[src/rtl/rotate_left_iterative.sv]
// Multi-cycle left rotator: rotates by at most STEP bits per clock; result valid ceil(r/STEP)+1 cycles after accept.
// One operand in flight; in_ready only in IDLE, result held in DONE until out_ready.
module rotate_left_iterative #(
  parameter int WIDTH          = 8,
  parameter int STEP           = 1,
  parameter int ROTATION_WIDTH = $clog2(WIDTH)
) (
  input  logic                      clock,
  input  logic                      resetn,
  input  logic                      in_valid,
  output logic                      in_ready,
  input  logic [WIDTH-1:0]          in_data,
  input  logic [ROTATION_WIDTH-1:0] in_rotation,
  output logic                      out_valid,
  input  logic                      out_ready,
  output logic [WIDTH-1:0]          out_data,
  output logic                      busy
);

  localparam int CW   = $clog2(WIDTH);
  localparam int MAXS = (STEP < WIDTH) ? STEP : WIDTH - 1;

  typedef enum logic [1:0] {IDLE, ROTATE, DONE} state_t;

  state_t           state;
  logic [WIDTH-1:0] data_q;
  logic [WIDTH-1:0] step_data;
  logic [CW-1:0]    remaining;
  logic [CW-1:0]    shift;
  logic [CW-1:0]    rot_mod;

  // Power-of-two widths reduce by truncation; anything else needs a true modulo.
  generate
    if (((1 << CW) == WIDTH) && (ROTATION_WIDTH <= CW)) begin : g_mod_pow2
      assign rot_mod = CW'(in_rotation);
    end else begin : g_mod_gen
      localparam int MW = ((ROTATION_WIDTH > CW) ? ROTATION_WIDTH : CW) + 1;
      logic [MW-1:0] rot_ext;
      assign rot_ext = MW'(in_rotation);
      assign rot_mod = CW'(rot_ext % MW'(WIDTH));
    end
  endgenerate

  assign shift = (remaining > CW'(MAXS)) ? CW'(MAXS) : remaining;

  always_comb begin
    step_data = data_q;
    for (int k = 1; k <= MAXS; k++) begin
      if (shift == CW'(k)) begin
        for (int i = 0; i < WIDTH; i++) begin
          step_data[(i + k) % WIDTH] = data_q[i];
        end
      end
    end
  end

  always_ff @(posedge clock or negedge resetn) begin
    if (!resetn) begin
      state     <= IDLE;
      data_q    <= '0;
      remaining <= '0;
      in_ready  <= 1'b1;
      out_valid <= 1'b0;
      busy      <= 1'b0;
    end else begin
      case (state)
        IDLE: begin
          if (in_valid) begin
            data_q    <= in_data;
            remaining <= rot_mod;
            in_ready  <= 1'b0;
            busy      <= 1'b1;
            if (rot_mod == '0) begin
              state     <= DONE;
              out_valid <= 1'b1;
            end else begin
              state <= ROTATE;
            end
          end
        end
        ROTATE: begin
          data_q    <= step_data;
          remaining <= remaining - shift;
          if (remaining == shift) begin
            state     <= DONE;
            out_valid <= 1'b1;
          end
        end
        DONE: begin
          if (out_ready) begin
            state     <= IDLE;
            out_valid <= 1'b0;
            busy      <= 1'b0;
            in_ready  <= 1'b1;
          end
        end
        default: begin
          state     <= IDLE;
          out_valid <= 1'b0;
          busy      <= 1'b0;
          in_ready  <= 1'b1;
        end
      endcase
    end
  end

  assign out_data = data_q;

endmodule

[config.mk]
export PLATFORM = sky130hd
export DESIGN_NAME = rotate_left_iterative
export DESIGN_NICKNAME = d
export VERILOG_FILES = /design/src/rtl/rotate_left_iterative.sv
export SDC_FILE = /design/constraint.sdc
export NUM_CORES = 1
export LEC_CHECK = 0
export CAP_MARGIN = 20
export CORE_AREA = 2 2 57 59
export CTS_CLUSTER_DIAMETER = 150
export CTS_CLUSTER_SIZE = 8
export DETAILED_ROUTE_END_ITERATION = 12
export DIE_AREA = 0 0 59 61
export PLACE_DENSITY_LB_ADDON = 0.05
export SLEW_MARGIN = 20
export SYNTH_ARGS = -nofsm -noshare
export SYNTH_HDL_FRONTEND = slang
export SYNTH_SLANG_ARGS = --single-unit
[constraint.sdc]
create_clock -name clock -period 1.6 [get_ports clock]
set_input_delay 0.32 -clock clock [delete_from_list [all_inputs] [get_ports clock]]
set_output_delay 0.32 -clock clock [all_outputs]
set_load 0.02 [all_outputs]
== After elaboration in Yosys (flattened, before gate mapping) ==
Index checks and enable logic that the tools add are counted.

* Output and inout bits: 11
* Memory bits (read-only): 0
* Input port bits: 15
* Bits in latches: 0
* Word-level logic and storage cells: 47
* Register bits after elaboration: 16
* Memories kept: 0
* Memory bits (writable): 0

* Multiplexer cells: 21
* Magnitude comparators: 1
* Multiply operators: 0
* Add/subtract/negate cells: 1
* Equality and inequality tests: 9
* Div/mod/pow operators: 0
* Shift-type cells: 0
* Reductions and logical operators: 8
* Bitwise operators: 1

{| class="wikitable"
|+ Operators by type and width
! kind !! number
|-
| $mux 8 || 2
|-
| $pmux 8 s2 || 1
|-
| $ne 2x2->1 const B || 5
|-
| $pmux 1 s3 || 3
|-
| $reduce_and 3->1 || 3
|-
| $mux 2 || 4
|-
| $mux 1 || 7
|-
| $mux 3 || 2
|-
| $pmux 2 s3 || 1
|-
| $pmux 3 s2 || 1
|-
| $reduce_and 4->1 || 1
|-
| $eq 3x1->1 const B || 1
|-
| $eq 3x3->1 || 1
|-
| $gt 3x1->1 const B || 1
|-
| $logic_not 3->1 || 1
|-
| $sub 3x3->3 || 1
|-
| $eq 2x1->1 const B || 1
|-
| $eq 2x2->1 const B || 1
|-
| $logic_not 2->1 || 1
|-
| $reduce_and 2->1 || 1
|-
| $reduce_bool 2->1 || 1
|-
| $not 1->1 || 1
|}

== Longest topological paths before layout ==
Gate-level depths: netlist (run 1).

* Depth in word-level cells: 5
* Mapped depth: 7
* Depth with buffers taken out: 7

== Worst setup path before layout (run 1) ==
OpenSTA, ideal clock, no wires.

* Path kind: register to register
* Start: register remaining[2]
* End: register out_valid
* Data arrival time: 1498 ps
* Required time: 1535 ps
* Setup time: 65 ps
* Path slack: 37 ps
* Cell stages (with the launch flop): 6
* Buffers on the path: 0
* Period minus slack after synthesis: 1563 ps
* Cells stage by stage: dfrtp_1 > o21ai_0 > ha_1 > or4bb_1 > o31a_1 > nand2_1

* Word-level cells in the longest chain between the ends: 5

{| class="wikitable"
|+ Ends and longest elaborated chain
! item !! RTL line !! source
|-
| start: declaration || 28 || <nowiki>logic [CW-1:0] remaining;</nowiki>
|-
| start signal: assignment || 70 || <nowiki>remaining <= rot_mod;</nowiki>
|-
| start signal: assignment || 83 || <nowiki>remaining <= remaining - shift;</nowiki>
|-
| $gt 3x1->1 || 44 || <nowiki>assign shift = (remaining > CW'(MAXS)) ? CW'(MAXS) : remaining;</nowiki>
|-
| $mux 3 || 44 ||
|-
| $eq 3x3->1 (*) || 84 || <nowiki>if (remaining == shift) begin</nowiki>
|-
| $ne 2x2->1 (no line) (*) || -- ||
|-
| $reduce_and 4->1 (no line) (*) || -- ||
|-
| end signal: assignment || 86 || <nowiki>out_valid <= 1'b1;</nowiki>
|-
| end signal: assignment || 92 || <nowiki>out_valid <= 1'b0;</nowiki>
|-
| end signal: assignment || 99 || <nowiki>out_valid <= 1'b0;</nowiki>
|-
| end: declaration || 14 || <nowiki>output logic out_valid,</nowiki>
|}

Every way passes the cells marked *; elsewhere a longest branch is shown, timed or not.
A chain may end at the register's enable or synchronous reset.

== Worst setup path in the final report (run 1) ==
* Start: register state[1]
* End: register out_valid

* Word-level cells in the longest chain between the ends: 3
* Elaborated cells on any way between the ends: 9
* Those cells by class: eq/ne (6); mux (1); reduce/logical (2)

{| class="wikitable"
|+ Ends and longest elaborated chain
! item !! RTL line !! source
|-
| start: declaration || 25 || <nowiki>state_t state;</nowiki>
|-
| start signal: assignment || 59 || <nowiki>state <= IDLE;</nowiki>
|-
| start signal: assignment || 74 || <nowiki>state <= DONE;</nowiki>
|-
| start signal: assignment || 77 || <nowiki>state <= ROTATE;</nowiki>
|-
| $eq 2x1->1 (tied with other cells) || 66 || <nowiki>case (state)</nowiki>
|-
| $ne 2x2->1 (no line) || -- ||
|-
| $reduce_and 4->1 (no line) || -- ||
|-
| end signal: assignment || 63 || <nowiki>out_valid <= 1'b0;</nowiki>
|-
| end signal: assignment || 75 || <nowiki>out_valid <= 1'b1;</nowiki>
|-
| end signal: assignment || 86 ||
|}

Several ways; a longest one is shown, not always the timed one.

==> summary.txt, run 1 <==
Seq/Total Area, Yosys -> 46.3%
Starting Density -> 29.4%
LEAKAGE -> 0.592 nW
Main combinational cell family by area after synthesis -> multiplexers
Simple-Gate Fraction of Synth Area -> 11.3%
Clk pwr share -> 9.9%
CP Max Fanout -> 7
Mux contribution to synthesized area -> 20.8%
Outcome -> completed
Final setup viols -> 0
Final core utilization -> 43.1%
Slew @ Worst Pin -> 0.318 ns
Final Hold Viols -> 0
CTS tree -> done
Internal Power -> 0.00169 W
Mean Syn Cell Area -> 11.6 um2
Worst setup startpoint -> state[1]
R2r setup slk -> 0.06 ns
Worst Setup Start Kind -> flop
Root Driver -> clkbuf_4
Die Height -> 61 um
Postcts setup bufs -> 0
DP HPWL -> 1.43 mm
Cell area power density -> 2130 nW/um2
Adder-Cell Fraction of Synth Area -> 2.89%
Slew headroom -> 78.5%
CP Capture Type -> flop
Sw Ratio -> 37.8%
1st-iter DRT viols -> 5
Initial antenna violation count -> 0
WP depth -> 4
CP Cell Sequence -> buf_4 > or4b_4 > o31a_1 > nand2_1
Clock Tree Buf Depth -> 2
CTS HTree Levels -> 1
Slowest CP cell -> or4b_4
Xor/xnor share of the synthesized area -> 0%
Placer congestion estimate -> 0.708
Vias/cell -> 4.83
Max Cap Viol -> 0
Total clock sinks -> 16
Vias in the first global route -> 692
Num CTS Buffers -> 3
Achievable Freq -> 650 MHz
Fin crit share -> 96.1%
Min-delay worst type -> primary input to async pin
Post-synthesis compound-gate area fraction -> 14.0%
Core area -> 2950 um2
Die X -> 59 um
Synth unique cells -> 26
Post-CTS Hold Fix Bufs -> 0
Top Family by Delay on Critical Path -> simple AND/OR/NAND/NOR gates
Final worst slack -> 0.0624 ns
WL/cell -> 12.7 um
Total grt overflow -> 0
CP bufs+invs -> 1
Nets -> 131
First-pass GRT wire length -> 3.00 mm
Drt total wl -> 1.86 mm
Rows -> 20
Syn nets -> 92
Crit path capture -> out_valid
Total power -> 0.00271 W
Clk slew on worst S/H paths -> 0.10 ns
Synthesis Warnings -> 0
RSZ-0062 raised after global routing -> no
I/O pin count -> 26
Final Max Slew Viols -> 0
Place WS -> -0.205 ns
Syn Inst Count -> 75
Post-route DRC -> 0
Worst EP arrival -> 1.77 ns
Final Skew -> 0.00382 ns
Fillers -> 308
Tot GR Track Use -> 11.5%
Clock Latency Late Sink -> 0.28 ns
R2R Path End -> out_valid
Total number of vias -> 705
Total die area -> 3600 um2
Final setup TNS -> 0 ns
Netlist Area Pre-Place -> 867 um2
DRT antenna net count -> 0
# port buffers -> 25
Critical path data required time -> 1.83 ns
Reg2Reg Depth -> 4
CP Class -> flop to flop
Reg-to-Reg Start -> state[1]
Pre-antenna DRT Iters -> 2
Worst IR Drop VDD -> 631 uV
Net Sw Power -> 0.00102 W
Minimum clock period -> 1.54 ns
Logic gate share of total power -> 61.9%
CP peak stage delay -> 0.53 ns
Area Overhead vs Synth -> 46.8%
Layout cell share with drive strength beyond 1 -> 35.4%
Reg power frac -> 28.3%
Largest net degree at the start of global routing -> 17
FF+latch count, synth -> 16
Ant. Diodes -> 0
## layout by cell type (no fill, tap or decap), types with 2 or more instances in the layout
cell type	count
dlygate4sd2_1	8
o22ai_1	2
dfrtp_1	15
buf_4	12
mux2_2	16
clkbuf_4	3
dlymetal6s2s_1	3
inv_1	5
o21ai_0	3
nor2_1	4
nand2_1	4
clkdlybuf4s50_1	14
a21oi_1	3
## timing repair
action / in CTS / in global routing
gates resized for setup: 9 / 7
endpoints found under the setup margin: 10 / 7
pin swaps: 0 / 1
## worst reg2reg max path: stages (launching register included)
cell and delay (ns):
dfrtp_1 0.43, buf_4 0.17, or4b_4 0.53, o31a_1 0.28, nand2_1 0.07
## power by group through the flow
stage | clock (W) | combinational (W) | sequential, W
2_1_floorplan | 0 | 0.000927 | 0.000945
3_3_place_gp | 0 | 0.00174 | 0.000775
3_5_place_dp | 0 | 0.00176 | 0.000778
4_1_cts | 0.000286 | 0.00170 | 0.000766
5_1_grt | 0.000293 | 0.00184 | 0.000798
6_report | 0.000267 | 0.00168 | 0.000766
## area by class of cell
class                           instances  area, um2  area share [%]
Multi-Input combinational cell         50        433            34.0
Timing Repair Buffer                   37        338            26.5
Tap cell                               33       41.3            3.24
Clock buffer                            4       36.3            2.85
Sequential cell                        16        402            31.6
Inverter                                6       22.5            1.77
## state kept, by name, summed over array words and instances (netlist names)
| name | count |
|---|---|
| busy | 1 |
| in_ready | 1 |
| out_data | 8 |
| out_valid | 1 |
| remaining | 3 |
| state | 2 |
## logic make-up (layout without fill, tap and decap cells)
logic type / Yosys count / after routing
AOI/OAI and AO/OA: 16 / 16
and+or+nand+nor: 16 / 16
DFF: 16 / 16
buffers and inverters: 9 / 47
muxes: 16 / 16
adders and majority gates: 2 / 2
## metrics by stage
step	instances	area (um2)	hold slack, ns
final	146	1270	0.344
after detailed placement	142	1230	0.464
after CTS	146	1260	0.337
after floorplan	75	867	0.0244
after global placement	142	1230	0.452
after global routing	146	1270	0.352
## cell usage after synthesis (all sizes together)
cell | n | area share (%)
dfstp | 1 | 3.0
nand3b | 1 | 0.87
nand2 | 4 | 1.7
clkbuf | 2 | 0.87
buf | 1 | 1.3
nor2b | 2 | 1.4
or4b | 1 | 1.6
a21oi | 3 | 1.7
o21ba | 1 | 1.2
nor2 | 4 | 1.7
o22a | 1 | 1.0
o21bai | 1 | 0.87
a311oi | 1 | 1.0
or4bb | 1 | 1.3
o21ai | 4 | 2.3
ha | 2 | 2.9
a221oi | 1 | 1.0
nor4b | 1 | 1.0
inv | 6 | 2.6
dfrtp | 15 | 43
mux2 | 16 | 21
nor3 | 1 | 0.58
o31a | 1 | 1.0
and3b | 1 | 1.0
o22ai | 2 | 1.4
a31oi | 1 | 2.5
## worst min-delay path by stage
stage,start,depth (start not counted),end
after floorplan,resetn,0,busy
after global placement,out_valid,2,out_valid
after detailed placement,out_valid,2,out_valid
after CTS,resetn,2,out_data[5]
after global routing,resetn,2,remaining[1]
final,resetn,2,out_data[5]
## routing by layer
| layer | up-vias | track usage (%) | routed length, um |
|---|---|---|---|
| met1 | 336 | 12.9 | 810 |
| met2 | 19 | 20.3 | 915 |
| met5 | - | 0 | 0 |
| met4 | 0 | 6.82 | 15 |
| li1 | 348 | - | - |
| met3 | 2 | 2.13 | 114 |
Power figures use the tool's default switching activity.
==> run 2: changes to the inputs <==
CORE_AREA = 4 4 59 61   (was 2 2 57 59)
DIE_AREA = 0 0 63 65   (was 0 0 59 61)
MAX_ROUTING_LAYER = met4   (was not set)
==> summary.txt, run 2 (synthesis results as in run 1) <==
Total number of vias -> 673 (-4.5%)
R2r setup slk -> 0.08 ns (about the same)
CTS tree -> done
Slowest CP cell -> or4b_4
Slew @ Worst Pin -> 0.357 ns (+0.0387 ns)
Final Max Slew Viols -> 0 (unchanged)
Max FFs per register -> 8 (unchanged)
DRT antenna net count -> 0 (unchanged)
Placer congestion estimate -> 0.773 (+9.0%)
Largest net degree at the start of global routing -> 17 (unchanged)
Total clock sinks -> 16 (unchanged)
Vias in the first global route -> 732 (+5.8%)
Clk slew on worst S/H paths -> 0.10 ns (about the same)
Max Cap Viol -> 0 (unchanged)
Layout cell share with drive strength beyond 1 -> 34.2% (-1.2 points)
WL/cell -> 12.8 um (+0.90%)
Root Driver -> clkbuf_4
CP bufs+invs -> 1 (unchanged)
Reg-to-Reg Start -> state[0]
Final setup viols -> 0 (unchanged)
Rows -> 20 (unchanged)
CP Capture Type -> flop
Worst Setup Start Kind -> flop
RSZ-0062 raised after global routing -> no
DP HPWL -> 1.37 mm (-4.1%)
Tot GR Track Use -> 10.4% (-1.1 points)
Minimum clock period -> 1.52 ns (-0.0133 ns)
Nets -> 129 (-1.5%)
Ant. Diodes -> 0 (unchanged)
# port buffers -> 25 (unchanged)
1st-iter DRT viols -> 4 (-1)
Starting Density -> 29.1% (-0.25 points)
Top Family by Delay on Critical Path -> simple AND/OR/NAND/NOR gates
Clock Latency Late Sink -> 0.28 ns (about the same)
CTS HTree Levels -> 1 (unchanged)
Most frequent cells in the layout -> 16 x mux2_2, 15 x dfrtp_1, 14 x clkdlybuf4s50_1
Post-route DRC -> 0 (unchanged)
Critical path data required time -> 1.83 ns (about the same)
Outcome -> completed
Slew headroom -> 75.9% (-2.6 points)
I/O pin count -> 26 (unchanged)
Total die area -> 4100 um2 (+14%)
Die Height -> 65 um (+6.6%)
Core area -> 2980 um2 (+0.85%)
CP peak stage delay -> 0.54 ns (about the same)
Hold_ws -> 0.349 ns (+0.00458 ns)
CP Cell Sequence -> buf_12 > or4b_4 > o31a_1 > nand2_1
Pre-antenna DRT Iters -> 2 (unchanged)
Area Overhead vs Synth -> 46.5%
Worst IR Drop VDD -> 625 uV (-1.0%)
Final Skew -> 0.000973 ns (-0.00285 ns)
Achievable Freq -> 656 MHz (+0.87%)
R2R Path End -> out_valid
Fin crit share -> 95.3% (-0.83 points)
Worst setup startpoint -> state[0]
Cell area power density -> 2130 nW/um2 (about the same)
Final setup TNS -> 0 ns (unchanged)
First-pass GRT wire length -> 3.25 mm (+8.3%)
LEAKAGE -> 0.588 nW (-0.77%)
CP Class -> flop to flop
Min-delay worst type -> primary input to async pin
CP Max Fanout -> 14 (+7)
WP depth -> 4 (unchanged)
Total grt overflow -> 0 (unchanged)
Num CTS Buffers -> 3 (unchanged)
Drt total wl -> 1.85 mm (-0.49%)
Commonest non-fill, non-tap cell in the layout -> mux2_2
Worst EP arrival -> 1.75 ns (-0.02 ns)
Die X -> 63 um (+6.8%)
Initial antenna violation count -> 0 (unchanged)
Reg2Reg Depth -> 4 (unchanged)
Vias/cell -> 4.67 (-3.2%)
Postcts setup bufs -> 0 (unchanged)
Final Hold Viols -> 0 (unchanged)
Clock Tree Buf Depth -> 2 (unchanged)
-- run 2: metal layers --
layer | up-vias | GRT usage, % | part of all wire, %
li1 | 343 | - | -
met1 | 309 | 11.8 | 47
met2 | 19 | 16.7 | 46
met3 | 2 | 3.12 | 6.2
met4 | 0 | 4.96 | 0.87
met5 | - | - | 0
-- run 2: timing repair --
action                                  in CTS  in global routing
endpoints found under the hold margin        0                  0
hold buffers                                 0                  0
endpoints found under the setup margin      10                  8
gates resized for setup                      9                  7
-- run 2: area by class of cell --
type                            count  area (um2)
Sequential cell                    16         402
Multi-Input combinational cell     50         433
Inverter                            6        22.5
Timing Repair Buffer               35         335
Tap cell                           33        41.3
Clock buffer                        4        36.3
Fill cell                         298        1710
-- run 2: how the worst max path moves through the flow --
stage                     slack [ns]           to
after CTS                      0.001  out_data[6]
final                           0.08    out_valid
after floorplan                 0.04    out_valid
after detailed placement       -0.21  out_data[2]
after global routing           0.002    out_valid
after global placement         -0.18  out_data[0]
-- run 2: through the flow --
step	util, %	worst slack (ns)	instance area [um2]	cells	total power [W]
after detailed placement	41.2	-0.214	1230	140	0.00254
after global placement	41.2	-0.182	1230	140	0.00253
after floorplan	-	0.0374	867	75	0.00187
after CTS	42.1	0.00116	1250	144	0.00276
final	42.6	0.0757	1270	144	0.00271
after global routing	42.6	0.00219	1270	144	0.00295
-- run 2: worst reg2reg max path: stages, from the launching register on --
cell and delay [ns]:
dfrtp_1 0.42, buf_12 0.15, or4b_4 0.55, o31a_1 0.28, nand2_1 0.07
-- run 2: power breakdown --
group | leakage, nW | switching (W) | internal (W)
Combinational | 0.381 | 0.000754 | 0.000916
Sequential | 0.185 | 0.000135 | 0.000631
Clock | 0.0210 | 0.000131 | 0.000138
Total | 0.588 | 0.00102 | 0.00169
